--- config.mk ---
export PLATFORM = sky130hd
export DESIGN_NAME = rv32i_fetch_queue_flat
export DESIGN_NICKNAME = d
export VERILOG_FILES = /design/src/rtl/rv32i_fetch_queue_if.sv /design/src/rtl/rv32i_fetch_queue.sv /design/src/flat_wrapper.sv
export SDC_FILE = /design/constraint.sdc
export NUM_CORES = 1
export LEC_CHECK = 0
export ABC_AREA = 0
export CAP_MARGIN = 20
export CORE_UTILIZATION = 49
export CTS_CLUSTER_DIAMETER = 30
export CTS_CLUSTER_SIZE = 40
export DETAILED_ROUTE_END_ITERATION = 10
export GPL_ROUTABILITY_DRIVEN = 0
export GPL_TIMING_DRIVEN = 0
export PLACE_DENSITY_LB_ADDON = 0.15
export SLEW_MARGIN = 20
export SYNTH_ARGS = -nofsm -noshare
export SYNTH_HDL_FRONTEND = slang
export SYNTH_SLANG_ARGS = --single-unit
--- constraint.sdc ---
create_clock -name clk -period 2.7 [get_ports clk]
set_clock_uncertainty 0.05 [all_clocks]
set_input_delay 0.405 -clock clk [delete_from_list [all_inputs] [get_ports clk]]
set_output_delay 0.405 -clock clk [all_outputs]
set_load 0.01 [all_outputs]
--- src/rtl/rv32i_fetch_queue_if.sv ---
// Fetch/decode handshake bundle for the rv32i instruction fetch queue.
// Signal suffixes are from the queue's point of view.
interface rv32i_fetch_queue_if #(
   parameter int DPW = 32
);
   logic           push_valid_i;
   logic [DPW-1:0] push_pc_i;
   logic [DPW-1:0] push_instr_i;
   logic           push_ready_o;
   logic           stall_f_o;
   logic           pop_valid_o;
   logic [DPW-1:0] pop_pc_o;
   logic [DPW-1:0] pop_instr_o;
   logic           pop_ready_i;

   // Fetch/decode side of the pipeline.
   modport master (
      output push_valid_i, push_pc_i, push_instr_i, pop_ready_i,
      input  push_ready_o, stall_f_o, pop_valid_o, pop_pc_o, pop_instr_o
   );

   // The queue itself.
   modport slave (
      input  push_valid_i, push_pc_i, push_instr_i, pop_ready_i,
      output push_ready_o, stall_f_o, pop_valid_o, pop_pc_o, pop_instr_o
   );
endinterface

--- src/rtl/rv32i_fetch_queue.sv ---
// Circular {PC, instruction} queue between fetch and decode.
// It supports full-queue pass-through, flush on redirect, and a NOP bubble when empty.
module rv32i_fetch_queue #(
   parameter int             DPW   = 32,
   parameter int             DEPTH = 4,
   parameter logic [DPW-1:0] NOP   = DPW'(32'h00000013)
) (
   input  logic                   clk,
   input  logic                   rst_n,
   input  logic                   flush_i,
   rv32i_fetch_queue_if.slave     q,
   output logic [$clog2(DEPTH):0] count_o
);
   localparam int AW = $clog2(DEPTH);
   localparam int CW = AW + 1;

   if (DEPTH < 2 || (DEPTH & (DEPTH - 1)) != 0) begin : g_depth_check
      $error("rv32i_fetch_queue: DEPTH must be a power of two >= 2");
   end

   typedef struct packed {
      logic [DPW-1:0] pc;
      logic [DPW-1:0] instr;
   } entry_t;

   entry_t          mem_q [DEPTH];
   logic [AW-1:0]   wp_q, wp_d;
   logic [AW-1:0]   rp_q, rp_d;
   logic [CW-1:0]   count_q, count_d;
   logic            push_ready;
   logic            pop_valid;
   logic            push_fire;
   logic            pop_fire;
   logic            mem_we;

   // Pass-through when full: a slot frees up in the same cycle that decode pops.
   assign push_ready = (count_q < CW'(DEPTH)) | q.pop_ready_i;
   assign pop_valid  = (count_q != '0);
   assign push_fire  = q.push_valid_i & push_ready;
   assign pop_fire   = pop_valid & q.pop_ready_i;
   assign mem_we     = push_fire & ~flush_i;

   assign q.push_ready_o = push_ready;
   assign q.stall_f_o    = ~push_ready;
   assign q.pop_valid_o  = pop_valid;
   assign q.pop_pc_o     = pop_valid ? mem_q[rp_q].pc    : '0;
   assign q.pop_instr_o  = pop_valid ? mem_q[rp_q].instr : NOP;
   assign count_o        = count_q;

   always_comb begin
      // NOTE: every always_comb output gets a default first, so no path can infer a latch.
      wp_d    = wp_q;
      rp_d    = rp_q;
      count_d = count_q;
      if (flush_i) begin
         wp_d    = '0;
         rp_d    = '0;
         count_d = '0;
      end else begin
         if (push_fire) wp_d = wp_q + 1'b1;
         if (pop_fire)  rp_d = rp_q + 1'b1;
         unique case ({push_fire, pop_fire})
            2'b10:   count_d = count_q + 1'b1;
            2'b01:   count_d = count_q - 1'b1;
            default: count_d = count_q;
         endcase
      end
   end

   // NOTE: sequential state uses non-blocking assignments, so every flop samples pre-edge values.
   always_ff @(posedge clk or negedge rst_n) begin
      if (!rst_n) begin
         wp_q    <= '0;
         rp_q    <= '0;
         count_q <= '0;
      end else begin
         wp_q    <= wp_d;
         rp_q    <= rp_d;
         count_q <= count_d;
      end
   end

   // NOTE: the entry array is not reset; count gates every read, so stale contents are never visible.
   always_ff @(posedge clk) begin
      if (mem_we) mem_q[wp_q] <= '{pc: q.push_pc_i, instr: q.push_instr_i};
   end

   a_count_max: assert property (@(posedge clk) disable iff (!rst_n)
      count_q <= CW'(DEPTH));
   a_pop_nonempty: assert property (@(posedge clk) disable iff (!rst_n)
      pop_fire |-> count_q != '0);
endmodule

--- src/flat_wrapper.sv ---
// flat-port wrapper written by rule: the top's interface ports become plain ports
module rv32i_fetch_queue_flat 
#(
   parameter int             DPW   = 32,
   parameter int             DEPTH = 4,
   parameter logic [DPW-1:0] NOP   = DPW'(32'h00000013)
)
  (clk, rst_n, flush_i, count_o, q_push_valid_i, q_push_pc_i, q_push_instr_i, q_pop_ready_i, q_push_ready_o, q_stall_f_o, q_pop_valid_o, q_pop_pc_o, q_pop_instr_o);
  rv32i_fetch_queue_if #(.DPW(DPW)) q_i ();
  input  logic clk;
  input  logic rst_n;
  input  logic flush_i;
  output logic [$clog2(DEPTH):0] count_o;
  input wire logic [$bits(q_i.push_valid_i)-1:0] q_push_valid_i;
  input wire logic [$bits(q_i.push_pc_i)-1:0] q_push_pc_i;
  input wire logic [$bits(q_i.push_instr_i)-1:0] q_push_instr_i;
  input wire logic [$bits(q_i.pop_ready_i)-1:0] q_pop_ready_i;
  output wire logic [$bits(q_i.push_ready_o)-1:0] q_push_ready_o;
  output wire logic [$bits(q_i.stall_f_o)-1:0] q_stall_f_o;
  output wire logic [$bits(q_i.pop_valid_o)-1:0] q_pop_valid_o;
  output wire logic [$bits(q_i.pop_pc_o)-1:0] q_pop_pc_o;
  output wire logic [$bits(q_i.pop_instr_o)-1:0] q_pop_instr_o;
  assign q_i.push_valid_i = q_push_valid_i;
  assign q_i.push_pc_i = q_push_pc_i;
  assign q_i.push_instr_i = q_push_instr_i;
  assign q_i.pop_ready_i = q_pop_ready_i;
  assign q_push_ready_o = q_i.push_ready_o;
  assign q_stall_f_o = q_i.stall_f_o;
  assign q_pop_valid_o = q_i.pop_valid_o;
  assign q_pop_pc_o = q_i.pop_pc_o;
  assign q_pop_instr_o = q_i.pop_instr_o;
  rv32i_fetch_queue #(.DPW(DPW), .DEPTH(DEPTH), .NOP(NOP)) u_core (.clk(clk), .rst_n(rst_n), .flush_i(flush_i), .q(q_i), .count_o(count_o));
endmodule
# Word-level counts from Yosys, hierarchy flattened
# Memory sizes are Yosys's and may differ from the RTL's.
# Index checks and enable logic that the tools add are counted.
# word_totals
register_bits	7
out_inout_bits	70
mem_bits_rw	256
memories	1
in_bits	69
elab_cells	31
# classes
eq_ne	2
n_lt_le_gt_ge	1
n_addsub	4
n_mux	10
reduce_logical	4
bitwise_logic	6
# memory_table
name	words	width	rd	rd_clocked_by_memory_dff	write_ports	line_no	text
u_core.mem_q	4	64	1	0	1	rv32i_fetch_queue.sv:26	entry_t mem_q [DEPTH];
# op_table
operator	count
$mux W32	2
$mux W2	4
$pmux W3 S2	1
$reduce_bool A3 Y1	2
$add A2 B1 Y2 const B	2
$reduce_bool A2 Y1	2
$add A3 B1 Y3 const B	1
$and A1 B1 Y1	3
$lt A3 B3 Y1 const B	1
$mux W3	1
$sub A3 B1 Y3 const B	1
$eq A2 B1 Y1 const B	1
$eq A2 B2 Y1 const B	1
$mux W1	2
$not A1 Y1	2
$or A1 B1 Y1	1

# Longest topological paths before layout
# Gate-level depths: netlist of the first run.
# depth
ltp_word	6
depth_mapped	8
depth_no_buf	6

# Worst setup path before layout of the first run
# No wires, ideal clock.
# synth_timing
path_kind	reg-to-reg
from	register u_core.count_q[2] (netlist: u_core.count_o[2])
to	memory u_core.mem_q[0][0] (netlist name), enable pin
setup_ns	0.429
required_time_ns	2.221
stages_incl_launch_ff	6
path_buffers	1
setup_slack_ns	-0.491
arrival_ns	2.712
path_cell_list	dfrtp_1 clkbuf_1 nand2b_1 inv_1 nor3_1 and2_1
# synth_via
elab_chain_len	6
# synth_rtl
element	line_no	text
from (decl)	rv32i_fetch_queue.sv:29	logic [CW-1:0] count_q, count_d;
from (signal assigned)	rv32i_fetch_queue.sv:79	count_q <= count_d;
$lt A3 B3 Y1	rv32i_fetch_queue.sv:37	assign push_ready = (count_q < CW'(DEPTH)) | q.pop_ready_i;
$or A1 B1 Y1	rv32i_fetch_queue.sv:37	
net q_push_ready_o	flat_wrapper.sv:18	output wire logic [$bits(q_i.push_ready_o)-1:0] q_push_ready_o;
$and A1 B1 Y1	rv32i_fetch_queue.sv:39	assign push_fire = q.push_valid_i & push_ready;
$and A1 B1 Y1	rv32i_fetch_queue.sv:41	assign mem_we = push_fire & ~flush_i;
$mux W1	rv32i_fetch_queue.sv:85	if (mem_we) mem_q[wp_q] <= '{pc: q.push_pc_i, instr: q.push_instr_i};
$mux W1 (not written as such)	rv32i_fetch_queue.sv:85	
to (decl)	rv32i_fetch_queue.sv:26	
# The timed path passes the listed nets, and every way through them passes these cells.

# Worst setup path after layout of the first run
# layout_timing
from	register u_core.rp_q[0]
to	output port q_pop_instr_o[24]
# layout_via
elab_chain_len	2
# layout_rtl
element	line_no	text
from (decl)	rv32i_fetch_queue.sv:28	logic [AW-1:0] rp_q, rp_d;
from (signal assigned)	rv32i_fetch_queue.sv:78	rp_q <= rp_d;
$mem_v2 Z4 W64	--	
$mux W32	rv32i_fetch_queue.sv:47	assign q.pop_instr_o = pop_valid ? mem_q[rp_q].instr : NOP;
to (decl)	flat_wrapper.sv:22	output wire logic [$bits(q_i.pop_instr_o)-1:0] q_pop_instr_o;
# No other way between the ends.

==> impl_metrics.toml, run 1 <==
[floorplanning]
initial_core_util = 0.5021
dieHeight_um = 146.5
die_x_um = 146.5
row_count = 52
io_pins = 139
core_um2 = 20360
dieArea_um2 = 21450

[critical_path]
cp.arrival_ps = 2200
ff2ff_path_depth = 6
crit_type = "register to output pin"
crit_path_frequent_cell = "buf_12"
r2r-start = "u_core.count_o[2]"
end_kind = "output pin"
critPathCapture = "q_pop_instr_o[24]"
cpPeakStageDelay_ps = 470
crit_start = "u_core.rp_q[0]"
crit_chain = "buf_12 > buf_12 > buf_4 > mux4_2 > nor2b_1 > clkdlybuf4s15_2"
cp_slowest_cell = "mux4_2"
reg2reg_slack_ps = 160
worst_ep_required_time_ps = 2250
critPathMaxFanout = 10
r2r_end = "u_core.mem_q[1][24]"
startpoint_type = "register"

[power_and_ir_drop]
p_int_mw = 9.409
switchingPower_mw = 2.563
power_frac_seq = 0.388
p_comb_frac = 0.118
clockPowerShare = 0.494
p_leak_nw = 4.832
irDropWorstVdd_mv = 0.5452
swShare = 0.2141
powerDensity_nw_per_um2 = 859.6
design_power_total_mw = 11.97

[timing]
grt_setup_unrepaired = "true"
tightest_slew_ps = 506.3
finalSetupViolations = 0
hold_viol = 0
fin_crit_ps = 2659
post-route-period-util = 0.9848
relSlewSlack = 0.6625
slew_violations = 0
maxClockFrequency_mhz = 376.1
fin_setup_tns_ps = 0

[logic_synthesis]
avgSynthCellArea_um2 = 21.75
syn_nets = 544
synth.top_cell.area_share = 0.7518
synthesis.instances = 470
synth.most_common_cell = "edfxtp_1"
synth_cell_types = 34
ys_async_sr_fraction = 0.02662
synth_common_cells = "edfxtp_1, mux4_2, nor2b_1"
synth_edf_count = 256
syn_area_um2 = 10220
ys.flop_type = "edfxtp_1"
yosysTopAreaCell = "edfxtp_1"
synth.area.top_cells = "edfxtp_1, mux4_2, nor2b_1"
synth-seq-area-share = 0.7690
synth_seq_cells = 263
yosysWarnings = 0

[layout]
num_antenna_cells = 0
nets = 753
stdcell_count = 989
syn_to_final_growth_pct = 36.21
layout-drive-gt1-share = 0.3115

[global_routing]
grt_pass1_vias = 5726
grt_pass1_wl_um = 31630
grt_max_degree = 37
antenna_found_initial = 0
overflow = 0
grt_usage = 0.1964

[clocking]
cts_hold_buffers = 0
root_buffer = "clkbuf_16"
cts_sinks = 263
cts_tree = "done"
numCtsBuffers = 50
htreeDepth = 2
clk_transition_reported_paths_ps = 50
clock_latency_ps = 520
clk_path_buf_depth = 3

[job]
maxCapViolCount = 0

[detailed_routing]
wl_met3_um = 1147
via_per_inst = 5.335
drtIter0Drc = 298
drtPass1Iterations = 4
routed.top_layer = "met4"
ant_nets = 0
drt-wirelength-per-cell_um = 20.73
wl_met2_um = 10690
routed_wl_um = 20500
wl_met1_um = 8355
via_count = 5276
drc = 0

[placed_design]
dp_cells = 880
hpwlAfterDp_um = 11560
port_buffers = 136

[min_path]
hp-class = "input port to async pin"

[outcome]
outcome = "finished, final reports clean"
-- power by group through the flow --
| stage | clock network (mW) | logic [mW] | registers (mW) |
|---|---|---|---|
| after CTS | 5.99 | 1.40 | 4.64 |
| after global routing | 6.19 | 1.52 | 4.65 |
| after detailed placement | 0 | 1.35 | 4.71 |
| after floorplan | 0 | 0.708 | 4.71 |
| after global placement | 0 | 1.32 | 4.71 |
| final | 5.91 | 1.42 | 4.65 |
-- cell type report --
| type | instances | area (um2) |
|---|---|---|
| plain buffers | 26 | 300.3 |
| inverters | 6 | 22.52 |
| clock inverters | 35 | 332.8 |
| clock buffers | 57 | 1309 |
| multi-input cells | 176 | 2216 |
| repair buffers | 156 | 1544 |
| well taps | 270 | 337.8 |
| fillers | 1330 | 6437 |
| flip-flops and latches | 263 | 7865 |
-- metrics by stage --
stage               hold slack, ps  instance area [um2]  worst slack, ps    util
global placement             517.0                11930           -880.3  0.5858
detailed placement           544.6                12040           -357.8  0.5911
finish                       113.5                13930            40.94  0.6839
CTS                          104.2                13850           -59.80  0.6801
floorplan                    59.41                10230            201.3       -
global route                 130.4                13930           -43.55  0.6839
-- flip-flops by register name, summed over array words and instances, names as in the netlist --
signal	flops
u_core.rp_q	2
u_core.mem_q	256
u_core.count_o	3
u_core.wp_q	2
-- logic make-up (layout without fill, tap and decap cells) --
family,Yosys count,in the layout,synth area share
compound gates,16,16,0.01004
xor+xnor,2,2,0.001713
fa+ha+maj,5,5,0.006853
buf+inv,33,280,0.01823
flops,263,263,0.7690
mux,64,64,0.1410
simple gates,87,89,0.05323
-- cell usage in the layout, fill, tap and decap left out, types with 5 or more instances in the layout --
cell,instances
a21oi_1,5
buf_12,10
buf_2,18
buf_4,15
bufinv_16,6
clkbuf_1,7
clkbuf_16,54
clkbuf_2,9
clkdlybuf4s15_1,11
clkdlybuf4s50_1,72
clkinv_1,10
clkinv_2,13
dfrtp_1,5
dlygate4sd2_1,27
edfxtp_1,256
inv_1,6
mux4_2,64
nor2b_1,58
-- layer usage --
metal | up-vias | track usage
li1 | 2351 | -
met1 | 2724 | 0.2550
met2 | 175 | 0.3338
met3 | 26 | 0.04250
met4 | 0 | 0.05990
met5 | - | 0
-- timing repair --
action                     CTS  global route
gates resized for setup    165            28
pin swaps                    1             2
setup buffers               11             1
gates cloned                 2             4
setup endpoints to repair   67           165
-- how the worst min path moves through the flow --
stage / end / slack [ps] / cells after the start
final: u_core.rp_q[1] / 110 / 1
after global routing: u_core.rp_q[0] / 130 / 1
after CTS: u_core.wp_q[0] / 100 / 1
after detailed placement: u_core.wp_q[0] / 540 / 2
after global placement: u_core.wp_q[0] / 520 / 2
after floorplan: u_core.count_o[0] / 60 / 0
-- critical path: cells and delay by family, from the launching register on --
kind	cells	cell delay [ps]
muxes	1	470
buffers and inverters	4	630
DFF	1	420
and+or+nand+nor	1	160
Power figures use the tool's default switching activity.
==> run 2: changes to the inputs <==
Settings changed: CAP_MARGIN 20 to 40.
==> run 2 against run 1 <==
Critical path depth stayed put. Register-to-register slack hardly changed. Via count is the same. Setup slack is the same. Critical endpoint unchanged. Highest routed layer unchanged.
==> impl_metrics.toml, run 2 (same netlist as run 1, synthesis figures left out) <==
[job]
maxCapViolCount = 0

[clocking]
htreeDepth = 2
cts_tree = "done"
root_buffer = "clkbuf_16"
cts_sinks = 263
clock_latency_ps = 520
clk_path_buf_depth = 3
numCtsBuffers = 50
cts_hold_buffers = 0
clk_transition_reported_paths_ps = 50

[timing]
fin_setup_tns_ps = 0
hold_viol = 0
tightest_slew_ps = 506.3
slew_violations = 0
whs_ps = 113.5
relSlewSlack = 0.6625
finalSetupViolations = 0
fin_crit_ps = 2659
grt_setup_unrepaired = "true"
post-route-period-util = 0.9848
maxClockFrequency_mhz = 376.1

[detailed_routing]
routed_wl_um = 20500
wl_met3_um = 1147
wl_met2_um = 10690
drtPass1Iterations = 4
drtIter0Drc = 298
via_count = 5276
drc = 0
via_per_inst = 5.335
drt-wirelength-per-cell_um = 20.73
wl_met1_um = 8355
ant_nets = 0
routed.top_layer = "met4"

[critical_path]
cp.arrival_ps = 2200
r2r-start = "u_core.count_o[2]"
crit_chain = "buf_12 > buf_12 > buf_4 > mux4_2 > nor2b_1 > clkdlybuf4s15_2"
cpPeakStageDelay_ps = 470
crit_path_frequent_cell = "buf_12"
reg2reg_slack_ps = 160
cp_top_family = "buffers and inverters"
worst_ep_required_time_ps = 2250
crit_type = "register to output pin"
cp_slowest_cell = "mux4_2"
critPathMaxFanout = 10
r2r_end = "u_core.mem_q[1][24]"
end_kind = "output pin"
crit_buf_inv = 4
startpoint_type = "register"
crit_start = "u_core.rp_q[0]"
ff2ff_path_depth = 6

[floorplanning]
io_pins = 139
die_x_um = 146.5
dieArea_um2 = 21450
dieHeight_um = 146.5
initial_core_util = 0.5021
row_count = 52
core_um2 = 20360

[layout]
num_antenna_cells = 0
nFillCells = 1330
final_common_cell = "edfxtp_1"
layout_common_cells = "edfxtp_1, clkdlybuf4s50_1, mux4_2"
largest-register = "u_core.mem_q"
syn_to_final_growth_pct = 36.21
nets = 753
fin_util = 0.6839
design_area_um2 = 13930
layout-drive-gt1-share = 0.3115
largest_register_ffs = 256

[global_routing]
grt_pass1_wl_um = 31630
antenna_found_initial = 0
grt_usage = 0.1964
grt_pass1_vias = 5726
grt_max_degree = 37
overflow = 0

[placed_design]
placed_area_um2 = 12040
hpwlAfterDp_um = 11560
port_buffers = 136

[outcome]
outcome = "finished, final reports clean"

[power_and_ir_drop]
powerDensity_nw_per_um2 = 859.6
p_leak_nw = 4.832
irDropWorstVdd_mv = 0.5452
design_power_total_mw = 11.97

[min_path]
hp-class = "input port to async pin"
-- run 2: cell counts in the layout (fill, tap and decap cells not counted) --
No cell type changed its count.
-- run 2: repair_timing --
| item | CTS | global route |
|---|---|---|
| cloned | 2 | 4 |
| buffers inserted | 11 | 1 |
| hold endpoints to repair | 0 | 0 |
| resized for setup | 165 | 28 |
| pin swaps | 1 | 2 |
| setup endpoints to repair | 67 | 165 |
-- run 2: worst register-to-register path, cell delays in order, from the launching register on --
cell,delay [ps]
dfrtp_1,430
clkbuf_2,200
nand2b_1,180
inv_1,140
nor3_2,350
and2_4,560
buf_16,300
-- run 2: power by group --
part           switching, mW  leakage [nW]  internal, mW  total (mW)
logic                  0.627          1.61         0.788        1.42
registers             0.0370          2.42          4.61        4.65
clock network           1.90         0.810          4.01        5.91
-- run 2: per-layer routing --
metal,vias to the layer above,GRT usage
met1,2724,0.2550
met3,26,0.04250
met2,175,0.3338
met4,0,0.05990
li1,2351,-
met5,-,0
-- run 2: worst max-delay path by stage --
stage | slack, ps | depth (start not counted) | end
4_1_cts | -60 | 6 | q_pop_instr_o[8]
5_1_grt | -40 | 6 | q_pop_instr_o[24]
3_3_place_gp | -880 | 5 | u_core.mem_q[0][19]
6_report | 40 | 6 | q_pop_instr_o[24]
2_1_floorplan | 200 | 5 | u_core.mem_q[0][0]
3_5_place_dp | -360 | 6 | u_core.mem_q[0][19]
-- run 2: metrics by stage --
step	worst slack, ps	std cells
floorplan	201.3	470
global placement	-880.3	876
detailed placement	-357.8	880
CTS	-59.80	984
global route	-43.55	989
finish	40.94	989
-- run 2: layout make-up --
class,instances,area [um2],area share
plain buffers,26,300.3,0.02156
clock buffers,57,1309,0.09397
clock inverters,35,332.8,0.02390
inverters,6,22.52,0.001617
multi-input cells,176,2216,0.1591
flip-flops and latches,263,7865,0.5647
well taps,270,337.8,0.02426
repair buffers,156,1544,0.1109
==> patch 1 (settings of run 1) <==
`DEPTH` is set to 4 in 2 places; all go to 2.
--- a/src/rtl/rv32i_fetch_queue.sv
+++ b/src/rtl/rv32i_fetch_queue.sv
@@ -2,7 +2,7 @@
 // It supports full-queue pass-through, flush on redirect, and a NOP bubble when empty.
 module rv32i_fetch_queue #(
    parameter int             DPW   = 32,
-   parameter int             DEPTH = 4,
+   parameter int             DEPTH = 2,
    parameter logic [DPW-1:0] NOP   = DPW'(32'h00000013)
 ) (
    input  logic                   clk,
--- a/src/flat_wrapper.sv
+++ b/src/flat_wrapper.sv
@@ -2,7 +2,7 @@
 module rv32i_fetch_queue_flat 
 #(
    parameter int             DPW   = 32,
-   parameter int             DEPTH = 4,
+   parameter int             DEPTH = 2,
    parameter logic [DPW-1:0] NOP   = DPW'(32'h00000013)
 )
   (clk, rst_n, flush_i, count_o, q_push_valid_i, q_push_pc_i, q_push_instr_i, q_pop_ready_i, q_push_ready_o, q_stall_f_o, q_pop_valid_o, q_pop_pc_o, q_pop_instr_o);
Interface: changed (resized count_o); port bits go from 139 to 138. No check against the original RTL was run, so the function may have changed too.
==> patch 1 against run 1 <==
- sequential cell count decreased by 131
- setup slack improved by 0.057 ns
- routed wire length decreased by 52%
- core utilization increased by 5.9 points
- count of clock-buffer cells in the layout decreased by 40
- maximum frequency increased by 2.2%
- design area decreased by 47%
- largest cell class unchanged
- synthesized cell count decreased by 37%
- sequential share of layout area decreased by 2.6 points
- non-clock buffer count decreased by 23
- worst hold slack got worse by 0.072 ns
- power decreased by 57%
- synthesized area decreased by 51%
==> patch 1: results (changes against run 1) <==
metric	value	unit	change
hold_class	primary input to asynchronous set/reset pin		
static-leakage-power	2.494	nW	-48%
diodes	0		unchanged
cts_buffers	17		-66%
routed_via_density	4.911		-7.9%
clock_path_buffers	2		-1
clk_latency	0.51	ns	
syn_area_per_cell	17.01	sq um	-22%
hpwl	6675	microns	-42%
yosys-top-cells-count	edfxtp_1 (128), nor2_1 (65), mux2i_1 (64)		
ys_top_cells_by_area	edfxtp_1 (76%), mux2i_1 (13%), nor2_1 (4.8%), dfrtp_1 (2.0%), buf_2 (0.80%)		
synth.distinct_cells	18		-47%
place_ws	-0.02829	ns	+0.3295 ns
htreeDepth	4		+2
vias	2981		-43%
grt_usage	0.1937		-0.002692
portBuffers	137		+0.74%
netlist.area_leader.share	0.7632		+0.01139
first_iter_violations	90		-70%
async_flop_share	0.03030		+0.003687
largest-register	u_core.mem_q		
cp_max_fo	10		unchanged
numPlacedInstances	574		-35%
largest_reg_flops	128		-50%
cts-root-buf	clkbuf_8		
slew_headroom	0.5722		-0.09027
fillers	641		-52%
wl_per_cell	16.17	microns	-22%
grt_pass1_wl	14620	microns	-54%
outcome	complete, no violations		
path_clk_slew	0.06	ns	
syn-num-nets	365		-33%
dr.pass1.iters	4		unchanged
grt_max_degree	17		-54%
drive_gt1_frac	0.1266		-0.1850
finalNetCount	530		-30%
yosys_warnings	0		unchanged
antenna_found_initial	0		unchanged
yosysSeqAreaShare	0.7831		+0.01414
synth-edff-count	128		-50%
slew_viol_final	0		unchanged
vdd_drop_max	0.4531	mV	-17%
critPathArrivalTime	2.15	ns	-0.05 ns
-- patch 1: cell count changes after synthesis, moves of 5 or more --
cell / change
buf_6: -5
clkbuf_1: -10
edfxtp_1: -128
mux2i_1: +64
mux4_2: -63
nor2_1: +61
nor2b_1: -60
-- patch 1: layer usage --
metal  vias up  global-route usage  share of wire
met4         0             0.08667          0.021
li1       1430                   -              -
met1      1422              0.2231           0.40
met5         -                   0              0
met3        18             0.07796          0.074
met2       111              0.3199           0.51
-- patch 1: final cells by class --
cell class	count	area (sq um)	area share
Inverter	4	15.01	0.002050
Clock buffer	17	414.1	0.05655
Timing Repair Buffer	146	1509	0.2060
Sequential cell	132	3945	0.5387
Tap cell	133	166.4	0.02272
Buffer	13	90.09	0.01230
Multi-Input combinational cell	147	1042	0.1423
Clock inverter	15	141.4	0.01931
-- patch 1: kinds of logic (layout without fill, tap and decap cells) --
group | count (synthesis) | count (layout) | share of synthesized area
flops | 132 | 132 | 0.7831
simple gates | 75 | 75 | 0.05913
mux | 65 | 65 | 0.1317
buf+inv | 17 | 195 | 0.01839
compound gates | 6 | 6 | 0.005963
xor+xnor | 1 | 1 | 0.001739
-- patch 1: report_power, final --
group | internal (mW) | switching [mW] | leakage (nW)
clock | 1.30 | 0.803 | 0.268
combinational | 0.353 | 0.284 | 0.999
sequential | 2.33 | 0.0227 | 1.23
-- patch 1: worst paths after layout --
kind / from / slack (ns) / endpoint / cells past startpoint
worst max-delay path: u_core.count_o[1] / 0.1 / q_pop_instr_o[22] / 5
worst min-delay path: rst_n / 0.04 / u_core.count_o[0] / 1
worst max register to register: u_core.count_o[1] / 0.56 / u_core.mem_q[0][23] / 6
worst min register to register: u_core.wp_q / 0.58 / u_core.wp_q / 2
max in group asynchronous: rst_n / 2.38 / u_core.count_o[1] / 1
min in group clk: q_push_pc_i[2] / 0.42 / u_core.mem_q[1][34] / 1
-- patch 1: critical path, cell delays in order, from the launching register on --
cell and delay [ns]:
dfrtp_2 0.48, nor2_4 0.07, buf_12 0.14, buf_2 0.18, nor2_1 0.18, clkdlybuf4s50_1 0.57
-- patch 1: timing repair --
action                     4_1_cts  5_1_grt
pin swaps                        0        1
buffers inserted                 0        1
hold endpoints to repair         0        0
resized for setup                3        3
setup endpoints to repair       65        8
hold buffers                     0        0
-- patch 1: per-stage QoR --
| stage | utilization | cell area [sq um] | TNS (ns) |
|---|---|---|---|
| 2_1_floorplan | - | 5072 | -5.618 |
| 3_3_place_gp | 0.6701 | 6610 | -186.14 |
| 3_5_place_dp | 0.6820 | 6728 | -0.4091 |
| 4_1_cts | 0.7393 | 7293 | 0 |
| 5_1_grt | 0.7424 | 7323 | 0 |
| 6_report | 0.7424 | 7323 | 0 |
==> patch 2 (config.mk and constraints of run 1) <==
Without the edit above. Put one more register stage on the output `count_o`. The value now appears one clock later. The other outputs are not delayed to match.
--- a/src/rtl/rv32i_fetch_queue.sv
+++ b/src/rtl/rv32i_fetch_queue.sv
@@ -45,7 +45,9 @@
    assign q.pop_valid_o  = pop_valid;
    assign q.pop_pc_o     = pop_valid ? mem_q[rp_q].pc    : '0;
    assign q.pop_instr_o  = pop_valid ? mem_q[rp_q].instr : NOP;
-   assign count_o        = count_q;
+   always_ff @(posedge clk) begin
+      count_o <= count_q;
+   end
 
    always_comb begin
       // NOTE: every always_comb output gets a default first, so no path can infer a latch.
Function: changed (a bounded check fails within 4 cycles, from zero or initial values and one cycle with rst_n low).
==> patch 2 against run 1 <==
- synthesized cell count rose by 0.64%
- setup slack improved by 0.012 ns
- design area rose by 1.8%
- synthesized area rose by 0.59%
- via count barely moved
- sequential cell count rose by 3
- largest cell class unchanged
- routed wire length rose by 1.0%
- sequential power rose by 0.9%
- power rose by 2.2%
- cell count rose by 0.20%
==> patch 2: results (changes against run 1) <==
metric	value	unit	change
ys_top_cells_by_area	edfxtp_1 (75%), mux4_2 (14%), nor2b_1 (3.6%), dfrtp_1 (1.7%), dfxtp_1 (0.58%)		
place_ws	-0.3360	ns	+0.02186 ns
endpoint	q_pop_instr_o[4]		
outcome	complete, no violations		
r2r-start	u_core.count_q[2]		
worstMarginPinSlew	0.5406	ns	+0.03430 ns
syn_area_per_cell	21.74	sq um	about the same
cts_buffers	49		-2.0%
first_iter_violations	312		+4.7%
grt_max_degree	34		-8.1%
path_clk_slew	0.04	ns	
max_freq	377.8	MHz	+0.45%
clock_path_buffers	3		unchanged
hpwl	11380	microns	-1.5%
r2r_slack	0.27	ns	+0.11 ns
finalNetCount	758		+0.66%
slowest_stage	mux4_2		
static-leakage-power	5.083	nW	+5.2%
portBuffers	136		unchanged
numPlacedInstances	883		+0.34%
cp_max_fo	5		-5
wl_per_cell	20.90	microns	+0.82%
reg2regPathDepth	6		unchanged
async_flop_share	0.02632		-0.0003002
top_regs	u_core.mem_q: 256 flops, u_core.count_o: 3 flops, u_core.count_q: 3 flops		
placed_area	0.01207	sq mm	+0.31%
yosysSeqAreaShare	0.7703		+0.001349
critPathArrivalTime	2.19	ns	
drive_gt1_frac	0.3024		-0.009186
synth.distinct_cells	35		+2.9%
reg2reg_to	u_core.mem_q[3][9]		
syn-num-nets	547		+0.55%
vdd_drop_max	0.5258	mV	-3.6%
crit_path_max_incr_delay	0.47	ns	about the same
fin_cells	991		+0.20%
p_sw_frac	0.2162		+0.002124
diodes	0		unchanged
grt_pass1_vias	5607		-2.1%
grt_usage	0.1907		-0.005706
antenna_found_initial	0		unchanged
whs	0.1318	ns	+0.01832 ns
grt_pass1_wl	30640	microns	-3.1%
routed_via_density	5.329		-0.11%
[patch 2: cell types whose count changed after synthesis]
cell / delta
dfxtp_1: +3
[patch 2: worst max-delay path, delay by kind of cell (launching register included)]
kind                   cells  cell delay (ns)
DFF                        1             0.44
buffers and inverters      2             0.54
and+or+nand+nor            1             0.21
muxes                      1             0.47
[patch 2: cells by family (layout without fill, tap and decap cells)]
kind of cell               count (synthesis)  in the layout  share of synthesized area
AOI/OAI and AO/OA                         16             16                   0.009977
muxes                                     64             64                     0.1401
buffers and inverters                     33            279                    0.01813
xor gates and xnor gates                   2              2                   0.001703
adders and majority gates                  5              5                   0.006813
DFF                                      266            266                     0.7703
and+or+nand+nor                           87             89                    0.05292
[patch 2: timing repair]
item,4_1_cts,5_1_grt
pin swaps,1,2
gates cloned,1,6
gates resized for setup,107,75
endpoints found under the setup margin,67,185
setup buffers,8,8
[patch 2: power groups by stage]
stage	Combinational [mW]	Sequential, mW	Clock [mW]
floorplan	0.708	4.76	0
detailed placement	1.35	4.76	0
global route	1.58	4.69	6.36
CTS	1.39	4.69	6.17
finish	1.47	4.69	6.08
global placement	1.32	4.76	0
[patch 2: final cells by class]
cell class / count / area [sq um]
flip-flops and latches: 266 / 7924
fillers: 1345 / 6256
multi-input cells: 176 / 2227
repair buffers: 160 / 1695
clock buffers: 54 / 1287
clock inverters: 34 / 395.4
well taps: 270 / 337.8
plain buffers: 25 / 284.0
inverters: 6 / 22.52
[patch 2: metal layers]
| metal | global-route usage | share of wire |
|---|---|---|
| met2 | 0.3197 | 0.51 |
| met4 | 0.06667 | 0.018 |
| met5 | 0 | 0 |
| met3 | 0.04503 | 0.052 |
| met1 | 0.2453 | 0.42 |
